**config.mk**
```make
export PLATFORM = sky130hd
export DESIGN_NAME = mini_cpu_core
export DESIGN_NICKNAME = d
export VERILOG_FILES = /design/src/rtl/mini_cpu_core.sv
export SDC_FILE = /design/constraint.sdc
export NUM_CORES = 1
export LEC_CHECK = 0
export CAP_MARGIN = 15
export CORE_MARGIN = 1
export CORE_UTILIZATION = 43
export DETAILED_ROUTE_END_ITERATION = 12
export GPL_TIMING_DRIVEN = 0
export PLACE_DENSITY_LB_ADDON = 0.15
export SETUP_SLACK_MARGIN = 0.15
export SKIP_CTS_REPAIR_TIMING = 1
export SLEW_MARGIN = 20
export SYNTH_ARGS = -nofsm -noshare
export SYNTH_HDL_FRONTEND = slang
export SYNTH_SLANG_ARGS = --single-unit
```
**constraint.sdc**
```tcl
create_clock -name clk_i -period 9.9 [get_ports clk_i]
set_input_delay 2.97 -clock clk_i [delete_from_list [all_inputs] [get_ports clk_i]]
set_output_delay 2.97 -clock clk_i [all_outputs]
set_load 0.02 [all_outputs]
```
**src/rtl/mini_cpu_core.sv**
```systemverilog
// Register-file mini CPU: one instruction per instr handshake, result offered on a display handshake.
// Build option MINI_CPU_SAT_ARITH_EN: ADD/ADDI/SUB/SUBI/MUL saturate on signed overflow instead of wrapping.
module mini_cpu_core #(
    parameter int DATA_W     = 16,
    parameter int REG_ADDR_W = 4,
    parameter int IMM_W      = 6
) (
    input  logic                          clk_i,
    input  logic                          reset_i,
    input  logic                          instr_valid_i,
    output logic                          instr_ready_o,
    input  logic [2*REG_ADDR_W+IMM_W+3:0] instr_i,
    output logic                          disp_valid_o,
    input  logic                          disp_ready_i,
    output logic [2:0]                    disp_opcode_o,
    output logic [REG_ADDR_W-1:0]         disp_reg_o,
    output logic [DATA_W-1:0]             disp_value_o,
    output logic                          ovf_o
);
    localparam int INSTR_W = 2*REG_ADDR_W + IMM_W + 4;
    localparam int PW      = DATA_W + IMM_W + 1;
    localparam int CW      = $clog2(IMM_W + 1);
    localparam int NREG    = 2**REG_ADDR_W;

    typedef enum logic [2:0] {S_IDLE, S_EXEC, S_MUL, S_WRITE, S_DISP} state_t;

    state_t                state_q, state_d;
    logic [INSTR_W-1:0]    instr_q, instr_d;
    logic [DATA_W-1:0]     rf_q [NREG];
    logic [DATA_W-1:0]     src1_val_q, src1_val_d, res_q, res_d;
    logic                  res_ovf_q, res_ovf_d;
    logic [PW-1:0]         acc_q, acc_d, mcand_q, mcand_d, acc_step, prod;
    logic [IMM_W-1:0]      mbits_q, mbits_d;
    logic [CW-1:0]         cnt_q, cnt_d;
    logic                  disp_valid_q, disp_valid_d, ovf_q, ovf_d;
    logic [2:0]            disp_op_q, disp_op_d;
    logic [REG_ADDR_W-1:0] disp_reg_q, disp_reg_d;
    logic [DATA_W-1:0]     disp_val_q, disp_val_d;
    logic                  rf_we, rf_clr;

    logic [2:0]            opcode;
    logic [REG_ADDR_W-1:0] dest, src1, src2;
    logic [IMM_W:0]        low;
    logic                  imm_sign;
    logic [DATA_W-1:0]     mag_ext, imm, src1_val, src2_val;

    assign opcode   = instr_q[INSTR_W-1 -: 3];
    assign dest     = instr_q[IMM_W+1+REG_ADDR_W +: REG_ADDR_W];
    assign src1     = instr_q[IMM_W+1 +: REG_ADDR_W];
    assign low      = instr_q[IMM_W:0];
    assign src2     = low[IMM_W -: REG_ADDR_W];
    assign imm_sign = low[IMM_W];
    assign mag_ext  = DATA_W'(low[IMM_W-1:0]);
    assign imm      = imm_sign ? -mag_ext : mag_ext;
    assign src1_val = rf_q[src1];
    assign src2_val = rf_q[src2];

    function automatic logic [PW-1:0] sx(input logic [DATA_W-1:0] v);
        return {{(PW-DATA_W){v[DATA_W-1]}}, v};
    endfunction

    // Narrow a wide signed result to DATA_W; the top bit of the return is the overflow flag.
    function automatic logic [DATA_W:0] fit(input logic [PW-1:0] v);
        logic             in_range;
        logic [DATA_W-1:0] r;
        in_range = (v[PW-1:DATA_W-1] == '0) || (v[PW-1:DATA_W-1] == '1);
        r        = v[DATA_W-1:0];
`ifdef MINI_CPU_SAT_ARITH_EN
        if (!in_range)
            r = v[PW-1] ? {1'b1, {(DATA_W-1){1'b0}}} : {1'b0, {(DATA_W-1){1'b1}}};
`endif
        return {!in_range, r};
    endfunction

    always_comb begin
        state_d      = state_q;
        instr_d      = instr_q;
        src1_val_d   = src1_val_q;
        res_d        = res_q;
        res_ovf_d    = res_ovf_q;
        acc_d        = acc_q;
        mcand_d      = mcand_q;
        mbits_d      = mbits_q;
        cnt_d        = cnt_q;
        disp_valid_d = disp_valid_q;
        disp_op_d    = disp_op_q;
        disp_reg_d   = disp_reg_q;
        disp_val_d   = disp_val_q;
        ovf_d        = ovf_q;
        rf_we        = 1'b0;
        rf_clr       = 1'b0;
        acc_step     = acc_q + (mbits_q[0] ? mcand_q : '0);
        prod         = imm_sign ? -acc_step : acc_step;
        case (state_q)
            S_IDLE: if (instr_valid_i) begin
                instr_d = instr_i;
                state_d = S_EXEC;
            end
            S_EXEC: begin
                src1_val_d = src1_val;
                res_d      = '0;
                res_ovf_d  = 1'b0;
                state_d    = S_WRITE;
                case (opcode)
                    3'd0: res_d = imm;
                    3'd1: {res_ovf_d, res_d} = fit(sx(src1_val) + sx(src2_val));
                    3'd2: {res_ovf_d, res_d} = fit(sx(src1_val) + sx(imm));
                    3'd3: {res_ovf_d, res_d} = fit(sx(src1_val) - sx(src2_val));
                    3'd4: {res_ovf_d, res_d} = fit(sx(src1_val) - sx(imm));
                    3'd5: begin
                        acc_d   = '0;
                        mcand_d = sx(src1_val);
                        mbits_d = low[IMM_W-1:0];
                        cnt_d   = '0;
                        state_d = S_MUL;
                    end
                    default: ;
                endcase
            end
            // One magnitude bit per cycle, LSB first; sign applied on the final step.
            S_MUL: begin
                acc_d   = acc_step;
                mcand_d = mcand_q << 1;
                mbits_d = mbits_q >> 1;
                cnt_d   = cnt_q + CW'(1);
                if (cnt_q == CW'(IMM_W-1)) begin
                    {res_ovf_d, res_d} = fit(prod);
                    state_d            = S_WRITE;
                end
            end
            S_WRITE: begin
                rf_we        = (opcode <= 3'd5);
                rf_clr       = (opcode == 3'd6);
                disp_reg_d   = (opcode == 3'd7) ? src1 : dest;
                disp_val_d   = (opcode == 3'd7) ? src1_val_q : res_q;
                disp_op_d    = opcode;
                ovf_d        = res_ovf_q;
                disp_valid_d = 1'b1;
                state_d      = S_DISP;
            end
            S_DISP: if (disp_ready_i) begin
                disp_valid_d = 1'b0;
                state_d      = S_IDLE;
            end
            default: state_d = S_IDLE;
        endcase
    end

    always_ff @(posedge clk_i) begin
        if (reset_i) begin
            state_q      <= S_IDLE;
            instr_q      <= '0;
            src1_val_q   <= '0;
            res_q        <= '0;
            res_ovf_q    <= 1'b0;
            acc_q        <= '0;
            mcand_q      <= '0;
            mbits_q      <= '0;
            cnt_q        <= '0;
            disp_valid_q <= 1'b0;
            disp_op_q    <= '0;
            disp_reg_q   <= '0;
            disp_val_q   <= '0;
            ovf_q        <= 1'b0;
        end else begin
            state_q      <= state_d;
            instr_q      <= instr_d;
            src1_val_q   <= src1_val_d;
            res_q        <= res_d;
            res_ovf_q    <= res_ovf_d;
            acc_q        <= acc_d;
            mcand_q      <= mcand_d;
            mbits_q      <= mbits_d;
            cnt_q        <= cnt_d;
            disp_valid_q <= disp_valid_d;
            disp_op_q    <= disp_op_d;
            disp_reg_q   <= disp_reg_d;
            disp_val_q   <= disp_val_d;
            ovf_q        <= ovf_d;
        end
    end

    always_ff @(posedge clk_i) begin
        if (reset_i || rf_clr) begin
            for (int i = 0; i < NREG; i++) rf_q[i] <= '0;
        end else if (rf_we) begin
            rf_q[dest] <= res_q;
        end
    end

    assign instr_ready_o = (state_q == S_IDLE);
    assign disp_valid_o  = disp_valid_q;
    assign disp_opcode_o = disp_op_q;
    assign disp_reg_o    = disp_reg_q;
    assign disp_value_o  = disp_val_q;
    assign ovf_o         = ovf_q;
endmodule

```
==> flow_summary.yaml, run 1 <==
outcome:
  outcome: "completed"
worst_setup_path:
  critPathLaunchType: "flop"
  crit_slowest_cell: "buf_1"
  critPathKind: "flop to flop"
  critPathCaptureType: "flop"
  max_stage_delay_ps: 840
  cp.arrival_ps: 7400
  cp_cell_sequence: "clkbuf_1 -> buf_1 -> mux4_2 -> mux4_2 -> inv_1 -> ha_1 -> fa_1 -> o21bai_1 -> a21oi_1 -> o21ai_0 -> a31oi_1 -> o21bai_1 -> a2111o_1 -> a41oi_1 -> o221ai_1 -> a21oi_1 -> o21ai_0 -> a22oi_1 -> a211oi_1"
  required_ps: 10340
  cp_top_family: "compound AO/OA/AOI/OAI gates"
  path_buf_inv: 3
  cp_max_fo: 10
clock_network:
  cts_root_buffer: "clkbuf_16"
  cts_buffers: 45
  cts_sinks: 398
  cts-htree-levels: 2
  clkTransAtPathRegs_ps: 70
  clock_latency_ps: 590
  cts.path.max_buffers: 3
  cts_tree: "built"
timing:
  setup_viol: 0
  slew_headroom_pct: 26.0
  fin_crit_sh_pct: 70.3
  rsz0062_at_grt: "no"
  final.setup_skew_ps: 21.4
  tns_ps: 0
  finalMaxSlewViolations: 0
  fin_crit_ps: 6960
  finalHoldViolCount: 0
  fmax_mhz: 144
  whs_ps: 456
  worst_pin_slew_ps: 1110
final_layout:
  syn_to_final_growth_pct: 12.4
  diodes: 0
  final_area_um2: 27100
  fin_util_pct: 49.1
  post_route_cells_drive_above_1_share_pct: 11.8
  layout.nets: 2443
  n_fill_cell: 5041
grt:
  grtUsageTotal_pct: 29.5
  grt_max_degree: 17
  grt_first_pass_wirelength_um: 122000
  antenna_found_initial: 2
  grt_overflow: 0
  first_global_vias: 18409
placed_design:
  globalplace.congestion: 0.990
  portBuffers: 47
  hpwl_um: 62900
  place_area_um2: 25700
logic_synthesis:
  synth-edff-count: 256
  yosys_warnings: 0
  synth.distinct_cells: 81
  seq_area_frac_synth_pct: 43.7
  ys.flop_type: "edfxtp_1"
  syn-num-nets: 2337
  synth_cells: 2219
  async_flop_share_pct: 0
  syn_area_per_cell_um2: 10.9
  synth_seq_cells: 398
  synthesis.area_um2: 24100
floorplan:
  dieWidth_um: 239
  rows: 86
  start_util_pct: 43.7
  num_io_pins: 48
  dieArea_um2: 57000
  die_y_um: 239
  core_region_area_um2: 55200
power_and_ir_drop:
  switching_share_pct: 33.8
  peakVddDrop_mv: 0.136
  p_comb_share_pct: 26.6
  seq_power_share_pct: 39.8
  powerDensity_nw_per_um2: 178
  p_sw_uw: 1630
  power.internal_uw: 3190
  p_leak_uw: 0.00977
  clock_power_share_pct: 33.6
drt:
  ant_nets: 0
  drc: 0
  drtIter0Drc: 1935
  vias: 18882
  wl_um: 84000
  dr.pass1.iters: 5
  wl_per_cell_um: 27.0
  viasPerCell: 6.07
worst_hold_path:
  hp-class: "flop to flop"
run:
  cap_violations: 0
worst paths after layout:
kind                    startpoint          endpoint  slack [ps]  cells past startpoint
setup / recovery              flop         res_q[14]        2940                     19
hold / removal    disp_opcode_o[0]  disp_opcode_o[0]         460                      2
setup reg to reg              flop         res_q[14]        2940                     19
hold reg to reg   disp_opcode_o[0]  disp_opcode_o[0]         460                      2
synthesized netlist by cell type, drive strengths merged, types with 14 or more instances:
cell / instances / area share [%]
a21oi: 162 / 3.4
and2: 264 / 6.9
nor3: 54 / 1.1
inv: 74 / 1.2
a211oi: 45 / 1.4
o21bai: 14 / 0.44
ha: 91 / 4.7
dfxtp: 142 / 12
clkbuf: 130 / 2.0
nand2: 164 / 2.6
xnor2: 46 / 1.7
nand2b: 23 / 0.60
nor2: 175 / 2.8
o211ai: 17 / 0.53
edfxtp: 256 / 32
a21o: 18 / 0.56
a22oi: 32 / 1.0
mux2i: 25 / 1.0
buf: 27 / 0.44
nand3: 19 / 0.39
mux4: 160 / 15
or3: 14 / 0.36
o21ai: 72 / 1.5
registers in the layout, indices dropped and copies added (netlist names), named ones only:
register,flops
src1_val_q,16
res_ovf_q,1
disp_reg_o,4
ovf_o,1
res_q,16
disp_opcode_o,3
acc_q,23
instr_q,18
disp_valid_o,1
rf_q,256
cnt_q,3
mbits_q,6
disp_value_o,16
state_q,3
mcand_q,23
power by group through the flow:
| stage | combinational [µW] | clock (µW) | sequential (µW) |
|---|---|---|---|
| after global placement | 1240 | 0 | 1950 |
| after CTS | 1260 | 1620 | 1910 |
| after detailed placement | 1260 | 0 | 1950 |
| after floorplan | 818 | 0 | 1910 |
| after global routing | 1360 | 1680 | 1920 |
| final | 1280 | 1620 | 1920 |
per-layer routing:
layer	part of all wire, %	up-vias	global-route usage (%)
met1	39	9421	37.0
met3	6.3	194	3.67
met4	5.9	0	15.7
met2	48	787	49.9
li1	-	8480	-
met5	0	-	0
metrics by stage:
stage	setup slack (ps)	instances	total power [µW]
detailed placement	2990	3026	3200
finish	2940	3109	4820
CTS	2940	3109	4800
global placement	2620	3014	3190
floorplan	4570	2219	2730
global route	2680	3109	4970
cells by family (layout without fill, tap and decap cells):
kind of cell	Yosys count	count (layout)	share of synthesized area, %
AO/OA/AOI/OAI	479	479	13.0
XOR/XNOR	58	58	2.11
adder cells (fa/ha/maj)	96	96	5.14
buffers and inverters	232	374	3.63
flip-flops	398	398	43.7
multiplexers	186	186	16.0
AND/OR/NAND/NOR	770	770	16.4
worst reg2reg max path, delay by kind of cell, from the launching register on:
family	cells	cell delay (ps)
DFF	1	320
buffers and inverters	3	1720
adders and majority gates	2	470
AOI/OAI and AO/OA	12	2960
muxes	2	1340
cell type report:
class / instances / area, µm² / area share (%)
Timing Repair Buffer: 59 / 606 / 2.24
Multi-Input combinational cell: 1589 / 12700 / 47.1
Sequential cell: 398 / 10500 / 38.9
Tap cell: 748 / 936 / 3.45
Clock buffer: 60 / 1220 / 4.52
Inverter: 75 / 282 / 1.04
Buffer: 157 / 596 / 2.20
Clock inverter: 23 / 170 / 0.628
placed cells by master, fill, tap and decap left out, drive strengths merged, types with 46 or more instances in the layout:
cell | netlist | layout
o21ai | 72 | 72
clkbuf | 130 | 192
ha | 91 | 91
mux4 | 160 | 160
edfxtp | 256 | 256
nand2 | 164 | 164
inv | 74 | 76
clkdlybuf4s50 | 0 | 47
dfxtp | 142 | 142
a21oi | 162 | 162
xnor2 | 46 | 46
nor3 | 54 | 54
and2 | 264 | 264
nor2 | 175 | 175
Note: power is estimated with default switching activity, not from simulation.
==> inputs of run 2 (changes only) <==
==> constraint.sdc (replaced) <==
create_clock -name clk_i -period 5.8 [get_ports clk_i]
set_input_delay 1.74 -clock clk_i [delete_from_list [all_inputs] [get_ports clk_i]]
set_output_delay 1.74 -clock clk_i [all_outputs]
set_load 0.02 [all_outputs]
==> run 2 against run 1 <==
Sequential cell count unchanged. Global-route usage unchanged. Clock power increased by 70%. Maximum frequency is 27% higher. Critical endpoint is now res_q[13]. Largest power group unchanged. Critical path type unchanged.
==> flow_summary.yaml, run 2 (synthesis results as in run 1) <==
placed_design:
  portBuffers: 47
  preCtsSetupSlack_ps: -1110
  place_area_um2: 25700
  globalplace.congestion: 0.990
  hpwl_um: 62900
clock_network:
  clkTransAtPathRegs_ps: 60
  cts_tree: "built"
  cts_buffers: 45
  cts_sinks: 398
  cts_root_buffer: "clkbuf_16"
  cts-htree-levels: 2
  cts.path.max_buffers: 3
  clock_latency_ps: 590
floorplan:
  dieArea_um2: 57000
  rows: 86
  core_region_area_um2: 55200
  start_util_pct: 43.7
  die_y_um: 239
  num_io_pins: 48
  dieWidth_um: 239
timing:
  slew_headroom_pct: 28.6
  layout_setup_ws_ps: 299
  finalHoldViolCount: 0
  fin_crit_sh_pct: 94.8
  tns_ps: 0
  final.setup_skew_ps: 21.2
  rsz0062_at_grt: "no"
  setup_viol: 0
  fmax_mhz: 182
  worst_pin_slew_ps: 1070
  finalMaxSlewViolations: 0
  fin_crit_ps: 5500
worst_setup_path:
  critPathCaptureType: "flop"
  endpoint: "res_q[13]"
  cp_max_fo: 10
  timing.rr.end: "res_q[13]"
  critPathLaunchType: "flop"
  critPathKind: "flop to flop"
  r2r_slack_ps: 300
  reg2regPathDepth: 17
  cp.arrival_ps: 5940
  required_ps: 6240
drt:
  dr.pass1.iters: 7
  ant_nets: 0
  wl_um: 84100
  drc: 0
  vias: 18981
  viasPerCell: 6.09
  drtIter0Drc: 1965
  wl_per_cell_um: 27.0
grt:
  grt_util_met2_pct: 49.9
  grt_most_used_layer: "met2"
  antenna_found_initial: 2
  grtUsageTotal_pct: 29.5
  use_met1_pct: 37.0
  grt_first_pass_wirelength_um: 122000
  first_global_vias: 18409
  grt_overflow: 0
  grt_max_degree: 17
  use_met3_pct: 3.67
power_and_ir_drop:
  peakVddDrop_mv: 0.233
  seq_power_share_pct: 39.6
  p_sw_uw: 2790
  power.internal_uw: 5470
  switching_share_pct: 33.7
  p_comb_share_pct: 26.9
  totalPowerFinal_uw: 8260
  p_leak_uw: 0.00992
  powerDensity_nw_per_um2: 303
  clock_power_share_pct: 33.4
final_layout:
  largest_reg_flops: 256
  layout.nets: 2450
  mostFrequentLayoutCells: "and2_1, edfxtp_1, nor2_1, nand2_1, a21oi_1"
  largest-register: "rf_q"
  final_area_um2: 27300
  n_fill_cell: 5019
  final_common_cell: "and2_1"
  post_route_cells_drive_above_1_share_pct: 13.4
  reg_top3: "rf_q x256, acc_q x23, mcand_q x23"
  syn_to_final_growth_pct: 13.1
  fin_util_pct: 49.4
outcome:
  outcome: "completed"
worst_hold_path:
  hp-class: "flop to flop"
run:
  cap_violations: 0
[run 2: worst min-delay path by stage]
stage                                start               end  slack [ps]  cells after the start
after floorplan                  res_ovf_q             ovf_o         430                      2
after global placement      src1_val_q[10]    src1_val_q[10]         450                      2
after detailed placement     src1_val_q[0]     src1_val_q[0]         450                      2
after CTS                    src1_val_q[0]     src1_val_q[0]         460                      2
after global routing        src1_val_q[11]    src1_val_q[11]         470                      2
final                     disp_opcode_o[0]  disp_opcode_o[0]         460                      2
[run 2: layout make-up]
cell class / instances / area (µm²) / share of cell area (%)
Antenna cell: 1 / 2.50 / 0.00918
Multi-Input combinational cell: 1589 / 12800 / 46.8
Buffer: 157 / 693 / 2.54
Timing Repair Buffer: 66 / 658 / 2.41
Tap cell: 748 / 936 / 3.43
Sequential cell: 398 / 10500 / 38.6
Clock inverter: 23 / 170 / 0.624
Clock buffer: 60 / 1220 / 4.49
Inverter: 75 / 282 / 1.03
[run 2: power by group through the flow]
stage | combinational [µW] | sequential (µW) | clock [µW]
floorplan | 1400 | 3270 | 0
global placement | 2110 | 3330 | 0
detailed placement | 2140 | 3330 | 0
CTS | 2150 | 3270 | 2770
global route | 2350 | 3290 | 2870
finish | 2220 | 3270 | 2760
[run 2: critical path, cell delays in order, from the launching register on]
cell and delay, ps:
dfxtp_1 350, buf_6 230, buf_6 250, mux4_2 570, mux4_2 620, ha_1 360, a21o_1 200, a21oi_1 270
o21ai_0 160, o211a_1 180, a311oi_2 400, a211oi_1 200, a31o_2 310, a22oi_1 170, a21oi_1 130, a221o_1 340
a221oi_1 490, nor3_1 100
[run 2: routing by layer]
metal	up-vias	wire length, µm
met1	9508	33200
met3	178	5370
li1	8498	-
met2	797	40800
met5	-	0
met4	0	4750
[run 2: through the flow]
stage	instances	hold WS, ps
CTS	3109	456
global route	3116	473
floorplan	2219	427
finish	3117	456
global placement	3014	445
detailed placement	3026	448
